File: config.mk
export PLATFORM = sky130hd
export DESIGN_NAME = logic_unit_arbiter_flat
export DESIGN_NICKNAME = d
export VERILOG_FILES = /design/src/rtl/logic_unit_pkg.sv /design/src/rtl/logic_unit_arbiter_if.sv /design/src/rtl/logic_unit.sv /design/src/rtl/logic_unit_arbiter.sv /design/src/flat_wrapper.sv
export SDC_FILE = /design/constraint.sdc
export NUM_CORES = 1
export LEC_CHECK = 0
export ABC_CLOCK_PERIOD_IN_PS = 7100
export BUFFER_PORTS_ARGS = -buffer_cell sky130_fd_sc_hd__buf_4
export CORE_MARGIN = 1.5
export CORE_UTILIZATION = 29
export DETAILED_ROUTE_END_ITERATION = 16
export REMOVE_ABC_BUFFERS = 1
export SYNTH_ARGS = -nofsm -noshare
export SYNTH_HDL_FRONTEND = slang
export SYNTH_SLANG_ARGS = --single-unit
File: constraint.sdc
create_clock -name clk -period 7.1 [get_ports clk]
set_clock_uncertainty 0.2 [all_clocks]
set_input_delay 1.42 -clock clk [delete_from_list [all_inputs] [get_ports clk]]
set_output_delay 1.42 -clock clk [all_outputs]
set_load 0.005 [all_outputs]
File: src/rtl/logic_unit_pkg.sv
// logic_unit_pkg
//   Shared definitions for the logic unit and its round-robin arbiter:
//   opcode constants, the default datapath width and the output buffer
//   state encoding.
package logic_unit_pkg;

  localparam int LU_WIDTH = 20;

  localparam logic [1:0] LU_AND  = 2'b00;  // a & b
  localparam logic [1:0] LU_OR   = 2'b01;  // a | b
  localparam logic [1:0] LU_XOR  = 2'b10;  // a ^ b
  localparam logic [1:0] LU_ANDN = 2'b11;  // a & ~b

  typedef enum logic {
    BUF_EMPTY = 1'b0,
    BUF_FULL  = 1'b1
  } buf_state_e;

endpackage

File: src/rtl/logic_unit_arbiter_if.sv
// logic_unit_arbiter_if
//   Request/response bundle between NREQ requesters and the shared logic
//   unit arbiter. Requester i uses req_op[2i+:2], req_a/req_b[WIDTH*i+:WIDTH].
//   master : requester/consumer side (drives req_*, rsp_ready)
//   slave  : arbiter side (drives req_ready, rsp_*)
interface logic_unit_arbiter_if #(
  parameter int WIDTH = logic_unit_pkg::LU_WIDTH,
  parameter int NREQ  = 4,
  parameter int IDW   = $clog2(NREQ)
);
  logic [NREQ-1:0]       req_valid;
  logic [NREQ-1:0]       req_ready;
  logic [2*NREQ-1:0]     req_op;
  logic [WIDTH*NREQ-1:0] req_a;
  logic [WIDTH*NREQ-1:0] req_b;
  logic                  rsp_valid;
  logic                  rsp_ready;
  logic [WIDTH-1:0]      rsp_data;
  logic [IDW-1:0]        rsp_id;

  modport master (
    output req_valid, req_op, req_a, req_b, rsp_ready,
    input  req_ready, rsp_valid, rsp_data, rsp_id
  );

  modport slave (
    input  req_valid, req_op, req_a, req_b, rsp_ready,
    output req_ready, rsp_valid, rsp_data, rsp_id
  );
endinterface

File: src/rtl/logic_unit.sv
// logic_unit
//   Purely combinational WIDTH-bit bitwise unit.
//   op_i : opcode (LU_AND / LU_OR / LU_XOR / LU_ANDN)
//   a_i  : operand a
//   b_i  : operand b
//   y_o  : result, exactly WIDTH bits, no flags
module logic_unit
  import logic_unit_pkg::*;
#(
  parameter int WIDTH = LU_WIDTH
) (
  input  logic [1:0]       op_i,
  input  logic [WIDTH-1:0] a_i,
  input  logic [WIDTH-1:0] b_i,
  output logic [WIDTH-1:0] y_o
);
  always_comb begin
    y_o = '0;
    case (op_i)
      LU_AND:  y_o = a_i & b_i;
      LU_OR:   y_o = a_i | b_i;
      LU_XOR:  y_o = a_i ^ b_i;
      LU_ANDN: y_o = a_i & ~b_i;
      default: y_o = '0;
    endcase
  end
endmodule

File: src/rtl/logic_unit_arbiter.sv
// logic_unit_arbiter
//   Round-robin arbiter sharing one logic_unit between NREQ requesters,
//   with a one-entry registered result buffer supporting backpressure.
//   clk : clock, rising edge
//   rst : asynchronous active-high reset
//   bus : logic_unit_arbiter_if.slave (req_valid/ready/op/a/b, rsp_*)
//   WIDTH/NREQ/IDW must match the parameters of the connected interface.
module logic_unit_arbiter
  import logic_unit_pkg::*;
#(
  parameter int WIDTH = LU_WIDTH,
  parameter int NREQ  = 4,
  parameter int IDW   = $clog2(NREQ)
) (
  input  logic                 clk,
  input  logic                 rst,
  logic_unit_arbiter_if.slave  bus
);
  buf_state_e       state_q, state_d;
  logic [IDW-1:0]   ptr_q,   ptr_d;
  logic [WIDTH-1:0] data_q,  data_d;
  logic [IDW-1:0]   id_q,    id_d;

  logic             can_accept;
  logic             found;
  logic             grant;
  logic [IDW-1:0]   gnt_idx;
  logic [IDW:0]     idx;
  logic [NREQ-1:0]  ready;
  logic [1:0]       sel_op;
  logic [WIDTH-1:0] sel_a, sel_b, lu_y;

  // First valid requester at or after ptr, wrapping past NREQ-1.
  // Extra top bit on idx keeps ptr+k from overflowing before the wrap.
  always_comb begin
    found   = 1'b0;
    gnt_idx = '0;
    idx     = '0;
    for (int k = 0; k < NREQ; k++) begin
      idx = {1'b0, ptr_q} + (IDW+1)'(k);
      if (idx >= (IDW+1)'(NREQ)) idx = idx - (IDW+1)'(NREQ);
      if (!found && bus.req_valid[idx[IDW-1:0]]) begin
        found   = 1'b1;
        gnt_idx = idx[IDW-1:0];
      end
    end
  end

  // Gating with rst holds req_ready low for the whole reset, even though
  // the buffer already reads as EMPTY.
  assign can_accept = (state_q == BUF_EMPTY) || bus.rsp_ready;
  assign grant      = can_accept && found && !rst;

  always_comb begin
    ready = '0;
    if (grant) ready[gnt_idx] = 1'b1;
  end
  assign bus.req_ready = ready;

  assign sel_op = bus.req_op[2*gnt_idx +: 2];
  assign sel_a  = bus.req_a[WIDTH*gnt_idx +: WIDTH];
  assign sel_b  = bus.req_b[WIDTH*gnt_idx +: WIDTH];

  logic_unit #(.WIDTH(WIDTH)) u_lu (
    .op_i (sel_op),
    .a_i  (sel_a),
    .b_i  (sel_b),
    .y_o  (lu_y)
  );

  always_comb begin
    state_d = state_q;
    ptr_d   = ptr_q;
    data_d  = data_q;
    id_d    = id_q;
    if (grant) begin
      // Covers both load-into-empty and drain-and-refill in one cycle.
      state_d = BUF_FULL;
      data_d  = lu_y;
      id_d    = gnt_idx;
      ptr_d   = (gnt_idx == IDW'(NREQ-1)) ? '0 : gnt_idx + 1'b1;
    end else if (state_q == BUF_FULL && bus.rsp_ready) begin
      state_d = BUF_EMPTY;  // data/id keep their last values
    end
  end

  always_ff @(posedge clk or posedge rst) begin
    if (rst) begin
      state_q <= BUF_EMPTY;
      ptr_q   <= '0;
      data_q  <= '0;
      id_q    <= '0;
    end else begin
      state_q <= state_d;
      ptr_q   <= ptr_d;
      data_q  <= data_d;
      id_q    <= id_d;
    end
  end

  assign bus.rsp_valid = (state_q == BUF_FULL);
  assign bus.rsp_data  = data_q;
  assign bus.rsp_id    = id_q;

endmodule

File: src/flat_wrapper.sv
// flat-port wrapper written by rule: the top's interface ports become plain ports
module logic_unit_arbiter_flat import logic_unit_pkg::*;
#(
  parameter int WIDTH = LU_WIDTH,
  parameter int NREQ  = 4,
  parameter int IDW   = $clog2(NREQ)
)
  (clk, rst, bus_req_valid, bus_req_op, bus_req_a, bus_req_b, bus_rsp_ready, bus_req_ready, bus_rsp_valid, bus_rsp_data, bus_rsp_id);
  logic_unit_arbiter_if #(.WIDTH(WIDTH), .NREQ(NREQ), .IDW(IDW)) bus_i ();
  input  logic clk;
  input  logic rst;
  input wire logic [$bits(bus_i.req_valid)-1:0] bus_req_valid;
  input wire logic [$bits(bus_i.req_op)-1:0] bus_req_op;
  input wire logic [$bits(bus_i.req_a)-1:0] bus_req_a;
  input wire logic [$bits(bus_i.req_b)-1:0] bus_req_b;
  input wire logic [$bits(bus_i.rsp_ready)-1:0] bus_rsp_ready;
  output wire logic [$bits(bus_i.req_ready)-1:0] bus_req_ready;
  output wire logic [$bits(bus_i.rsp_valid)-1:0] bus_rsp_valid;
  output wire logic [$bits(bus_i.rsp_data)-1:0] bus_rsp_data;
  output wire logic [$bits(bus_i.rsp_id)-1:0] bus_rsp_id;
  assign bus_i.req_valid = bus_req_valid;
  assign bus_i.req_op = bus_req_op;
  assign bus_i.req_a = bus_req_a;
  assign bus_i.req_b = bus_req_b;
  assign bus_i.rsp_ready = bus_rsp_ready;
  assign bus_req_ready = bus_i.req_ready;
  assign bus_rsp_valid = bus_i.rsp_valid;
  assign bus_rsp_data = bus_i.rsp_data;
  assign bus_rsp_id = bus_i.rsp_id;
  logic_unit_arbiter #(.WIDTH(WIDTH), .NREQ(NREQ), .IDW(IDW)) u_core (.clk(clk), .rst(rst), .bus(bus_i));
endmodule
# == Word level (Yosys, flattened, before mapping) ==
# Index checks and enable logic that the tools add are counted.
# word_totals
ff_bits,25
out_inout_bits,27
# op_classes
order_cmp,10
addsub,8
shifts,3
n_eq_ne,4
bitwise,6
n_reduce_logical,14
muxes,27
multipliers,1
# ops
operator,n
indexed part select 80 x 8 -> 20 bit,2
one-hot mux 20 bit (4 select lines),1
bitwise AND 20 bit,2
NOT 20 bit,1
OR 20 bit,1
bitwise XOR 20 bit,1
2-to-1 mux 2 bit,9
"< comparator 2 x 3 -> 1 bit, second input constant",5
2-to-1 mux 1 bit,11
">= comparator 3 bit, second input constant",3
binary-select mux 1 bit (select 2 bit),4
indexed part select 8 x 4 -> 2 bit,1
"subtractor 2 x 1 -> 2 bit, second input constant",4
logical AND 1 bit,7
"adder 2 x 2 -> 3 bit, second input constant",2
"== test 2 bit, second input constant",3
"multiplier 3 x 2 -> 5 bit, first input constant",1
logical NOT 1 bit,4
2-to-1 mux 4 bit,1
"adder 2 x 1 -> 3 bit, second input constant",1
">= comparator 2 x 3 -> 1 bit, second input constant",1
"adder 2 x 1 -> 2 bit, second input constant",1
demux 1 bit (select 2 bit),1
"== test 2 x 1 -> 1 bit, second input constant",1
5 further kinds,5

# == Depth between registers and ports, before layout ==
# depth
word_depth,19
ltp_mapped,15
ltp_nobuf,12

# == By module ==
# Synthesis repeated with hierarchy kept, for this count alone.
# unflattened
hier_cells,663
area_unflattened_um2,4803.4
# modules_own_cells
module,area_per_inst_um2,instances,cells_each,seq_area_each_um2
logic_unit_arbiter,3704.8,1,488,625.6
logic_unit,1098.6,1,175,0.0

# == Worst setup path before layout ==
# No wires, ideal clock.
# synth_timing
kind,input to output
from,input bus_req_valid[2]
to,output bus_req_ready[2]
required_ns,5.480
path_stages,8
arrival_ns,2.853
path_slack_ns,2.627
path_cell_list,mux2i_1 o22ai_1 nor2_1 clkbuf_1 clkbuf_1 inv_1 ha_1 and2_1
# synth_via
elab_chain_len,17
word_cells_on_any_way,30
classes_between,order compare: 2; mux: 19; reduce/logical: 9
# synth_rtl
element,line,source
"start, declared",flat_wrapper.sv:12,input wire logic [$bits(bus_i.req_valid)-1:0] bus_req_valid;
binary-select mux 1 bit (select 2 bit),logic_unit_arbiter.sv:42,if (!found && bus.req_valid[idx[IDW-1:0]]) begin
2-to-1 mux 1 bit (not written as such),logic_unit_arbiter.sv:42,
2-to-1 mux 1 bit,logic_unit_arbiter.sv:42,
logical NOT 1 bit,logic_unit_arbiter.sv:42,
logical AND 1 bit,logic_unit_arbiter.sv:42,
2-to-1 mux 1 bit,logic_unit_arbiter.sv:42,
logical NOT 1 bit,logic_unit_arbiter.sv:42,
logical AND 1 bit,logic_unit_arbiter.sv:42,
[2 not listed],n/a,
logical AND 1 bit,logic_unit_arbiter.sv:42,
2-to-1 mux 2 bit *,logic_unit_arbiter.sv:42,
net u_core.gnt_idx[0],logic_unit_arbiter.sv:27,logic [IDW-1:0] gnt_idx;
< comparator 2 x 3 -> 1 bit (not written as such) / >= comparator 2 x 1 -> 1 bit (equally long branches),logic_unit_arbiter.sv:56,if (grant) ready[gnt_idx] = 1'b1;
logical AND 1 bit (not written as such),logic_unit_arbiter.sv:56,
2-to-1 mux 1 bit (not written as such),logic_unit_arbiter.sv:56,
demux 1 bit (select 2 bit) *,n/a,
2-to-1 mux 4 bit *,logic_unit_arbiter.sv:56,
"end, declared",flat_wrapper.sv:17,output wire logic [$bits(bus_i.req_ready)-1:0] bus_req_ready;
# The timed path passes the listed nets; every way through them passes the cells marked *. The select of a mux whose other input is x is not followed.

# == Worst setup path after layout ==
# layout_timing
from,input bus_req_valid[2]
to,register u_core.data_q[13] (netlist: u_core.bus.rsp_data[13])
# layout_via
elab_chain_len,17
word_cells_on_any_way,38
classes_between,mul: 1; eq/ne: 3; shift: 3; mux: 17; bitwise: 5; reduce/logical: 9
# layout_rtl
element,line,source
binary-select mux 1 bit (select 2 bit),logic_unit_arbiter.sv:42,
2-to-1 mux 1 bit (not written as such),logic_unit_arbiter.sv:42,
2-to-1 mux 1 bit,logic_unit_arbiter.sv:42,
logical NOT 1 bit,logic_unit_arbiter.sv:42,
logical AND 1 bit,logic_unit_arbiter.sv:42,
2-to-1 mux 1 bit,logic_unit_arbiter.sv:42,
logical NOT 1 bit,logic_unit_arbiter.sv:42,
logical AND 1 bit,logic_unit_arbiter.sv:42,
2-to-1 mux 1 bit,logic_unit_arbiter.sv:42,
logical NOT 1 bit,logic_unit_arbiter.sv:42,
logical AND 1 bit,logic_unit_arbiter.sv:42,
2-to-1 mux 2 bit,logic_unit_arbiter.sv:42,
multiplier 3 x 2 -> 5 bit,"logic_unit_arbiter.sv:61, logic_unit_arbiter.sv:62",
indexed part select 80 x 8 -> 20 bit,logic_unit_arbiter.sv:62,assign sel_b = bus.req_b[WIDTH*gnt_idx +: WIDTH];
NOT 20 bit,logic_unit.sv:23,LU_ANDN: y_o = a_i & ~b_i;
bitwise AND 20 bit,logic_unit.sv:23,
one-hot mux 20 bit (4 select lines),logic_unit.sv:19,case (op_i)
"end signal, assigned",logic_unit_arbiter.sv:96,data_q <= data_d;
"end, declared",logic_unit_arbiter.sv:21,"logic [WIDTH-1:0] data_q, data_d;"
# Parallel ways exist; a longest one is shown, timed or not. The select of a mux whose other input is x is not followed.
# A chain may end at the register's enable or synchronous reset.

==> results_dict.tcl <==
set metrics [dict create \
    final_nets 871 \
    ys_seq_area_frac 0.148 \
    grt_max_degree 50 \
    cts_resized 0 \
    power_uw 1880 \
    core_um2 14000 \
    final_max_slew_viol_count 0 \
    clockRootBuffer "clkbuf_16" \
    critPathBufInv 4 \
    area_growth_pct 39.8 \
    async_flop_share 1.00 \
    dieArea_um2 15300 \
    maxCapViolCount 0 \
    crit_chain "buf_4, nor2b_1, a221o_1, buf_4, and2_4, mux2i_1, mux2i_1, ha_2, inv_1, buf_4, xnor2_1, o311ai_1" \
    utilization 0.421 \
    num-fill-cells 1414 \
    final_cell_count_no_fill 848 \
    wirelength_um 15100 \
    grt_use_met2 0.357 \
    synth_area_leaders "dfrtp_1 15%, o21ai_0 9.6%, ha_1 8.0%, mux2i_1 7.8%, mux2i_4 6.9%" \
    die_h_um 124 \
    critPathMaxFanout 41 \
    gr-max-usage-layer "met2" \
    cts_tree "done" \
    antenna_found_initial 0 \
    start_util 0.301 \
    yosys-top-cells-count "81 x o21ai_0, 41 x nand2_1, 33 x clkbuf_1, 33 x mux2i_1, 28 x inv_1" \
    placed_cells 844 \
    antennaDiodeCount 0 \
    start_kind "primary input" \
    ys_ff_latch 25 \
    port_buffers 201 \
    p_sw_frac 0.483 \
    ir_drop_v 0.000161 \
    htreeDepth 1 \
    seqCellArea_um2 626 \
    yosys_most_used_dff "dfrtp_1" \
    pwr-share-clk 0.074 \
    grt_overflow 0 \
    grt.met3_usage 0.0247 \
    die_w_um 124 \
    drive_above_1_share 0.401 \
    track_usage 0.189 \
    switchingPower_uw 909 \
    clock_latency_ns 0.27 \
    cts_sinks 25 \
    syn_inst 500 \
    p_seq_frac 0.138 \
    setup_viol 0 \
    pwr-share-comb 0.787 \
    num_vias 4499 \
    post_dp_cell_area_um2 5830 \
    dr.pass1.iters 5 \
    clk_path_buf_depth 2 \
    drtIter0Drc 250 \
    multi_input_area_um2 3300 \
    hpwl_um 11100 \
    hp-class "reg2reg" \
    synth_top_cell_area_share 0.148 \
    critPathMaxStageDelay_ns 0.78 \
    grt_pass1_vias 4553 \
    post_cts_buffers 0 \
    required_ns 7.06 \
    hold_depth 1 \
    p_leak_uw 0.00259 \
    tns_ns 0 \
    gp_congestion 0.777 \
    drc 0 \
    pin_count 202 \
    critPathKind "in2reg" \
    cp-end-kind "register" \
    crit_top_cell "buf_4" \
    yosysUniqueCellTypes 36 \
    crit_path_top_delay_cell "ha_2" \
    cts.clk_slew.worst_paths_ns 0.07 \
    wl_per_cell_um 17.8 \
    cts_hold_buf 0 \
    r2r_cells 11 \
    final_area_um2 5910 \
    fmax_mhz 184 \
    hold_violations 0 \
    cellPowerDensity_nw_per_um2 319 \
    synth_most_common_cell "o21ai_0" \
    layout_min_cycle_time_ns 5.42 \
    tightest_slew_ns 1.02 \
    vias_per_cell 5.31 \
    rsz0062_at_grt "no" \
    worstPathArrival_ns 5.38 \
    ys.warnings.count 0 \
    syn_area_um2 4230 \
    finalCritPeriodShare 0.763 \
    rows 43 \
    maxSlewHeadroom 0.318 \
    cts-buffers-inserted 3 \
    synth_area_leader_cell "dfrtp_1" \
    ant_nets 0 \
    syn_avg_cell_area_um2 8.45 \
    status "finished clean" \
    met1_usage 0.222 \
    critical-path-top-delay-family "buffers and inverters" \
    synth_edf_count 0 \
    grt_pass1_wl_um 22600 \
    cp.depth 12 \
    internal-power_uw 974 \
]
[kinds of logic after synthesis]
kind of cell / share of synthesized area
AOI/OAI and AO/OA: 0.280
and+or+nand+nor: 0.163
buffers and inverters: 0.0767
muxes: 0.211
adders and majority gates: 0.0799
DFF: 0.148
xor gates and xnor gates: 0.0414
[sequential cells by signal, indices dropped and copies added (netlist names)]
signal	cells
u_core.bus.rsp_valid	1
u_core.bus.rsp_data	20
u_core.bus.rsp_id	2
u_core.ptr_q	2
[worst reg2reg max path, cell delays in order, from the launching register on]
cell	delay, ns
dfrtp_1	0.46
nand2_1	0.13
a221o_1	0.16
buf_4	0.35
and2_4	0.55
mux2i_1	0.19
mux2i_1	0.30
ha_2	0.78
inv_1	0.62
buf_4	0.38
xnor2_1	0.14
o311ai_1	0.25
[cell type report]
type / instances / area share
Clock buffer: 4 / 0.0133
Sequential cell: 25 / 0.106
Timing Repair Buffer: 210 / 0.267
Multi-Input combinational cell: 401 / 0.558
Inverter: 28 / 0.0178
Tap cell: 180 / 0.0381
[cells in the final DEF (no fill, tap or decap), drive strengths merged, types with 20 or more instances in the layout]
master	synthesis	routed
nor3	21	21
and3	20	20
xnor2	20	20
nand2	41	41
o21ai	81	81
o311ai	20	20
dfrtp	25	25
a22oi	20	20
o31ai	20	20
mux2i	46	46
buf	13	210
a21boi	20	20
mux2	24	24
ha	27	27
inv	28	28
[per-layer routing]
layer / wire length (µm) / vias up / share of wire
li1: - / 2210 / -
met1: 6150 / 2082 / 0.41
met2: 7620 / 191 / 0.50
met3: 1180 / 16 / 0.078
met4: 173 / 0 / 0.011
met5: 0 / - / 0
[path summary, 6_finish.rpt]
kind                                      start                 endpoint  slack, ns
setup / recovery               bus_req_valid[2]  u_core.bus.rsp_data[13]       1.68
hold / removal             u_core.bus.rsp_id[1]     u_core.bus.rsp_id[1]       0.31
max in group asynchronous                   rst          u_core.ptr_q[0]       5.01
hold reg to reg            u_core.bus.rsp_id[1]     u_core.bus.rsp_id[1]       0.31
setup reg to reg                u_core.ptr_q[1]  u_core.bus.rsp_data[13]       2.47
min in group asynchronous                   rst   u_core.bus.rsp_data[1]       1.05
[metrics by stage]
| step | setup WS [ns] | hold slack, ns |
|---|---|---|
| after global routing | 1.39 | 0.328 |
| after CTS | 1.70 | 0.314 |
| after global placement | 1.64 | 0.300 |
| final | 1.68 | 0.309 |
| after detailed placement | 1.42 | 0.297 |
| after floorplan | -0.507 | 0.305 |
[power by group through the flow]
stage / sequential [µW] / combinational (µW) / clock [µW]
after floorplan: 255 / 1010 / 0
after CTS: 261 / 1490 / 141
after detailed placement: 263 / 1480 / 0
after global routing: 268 / 1630 / 146
final: 261 / 1480 / 140
after global placement: 262 / 1420 / 0
Note: power is estimated with default switching activity, not from simulation.
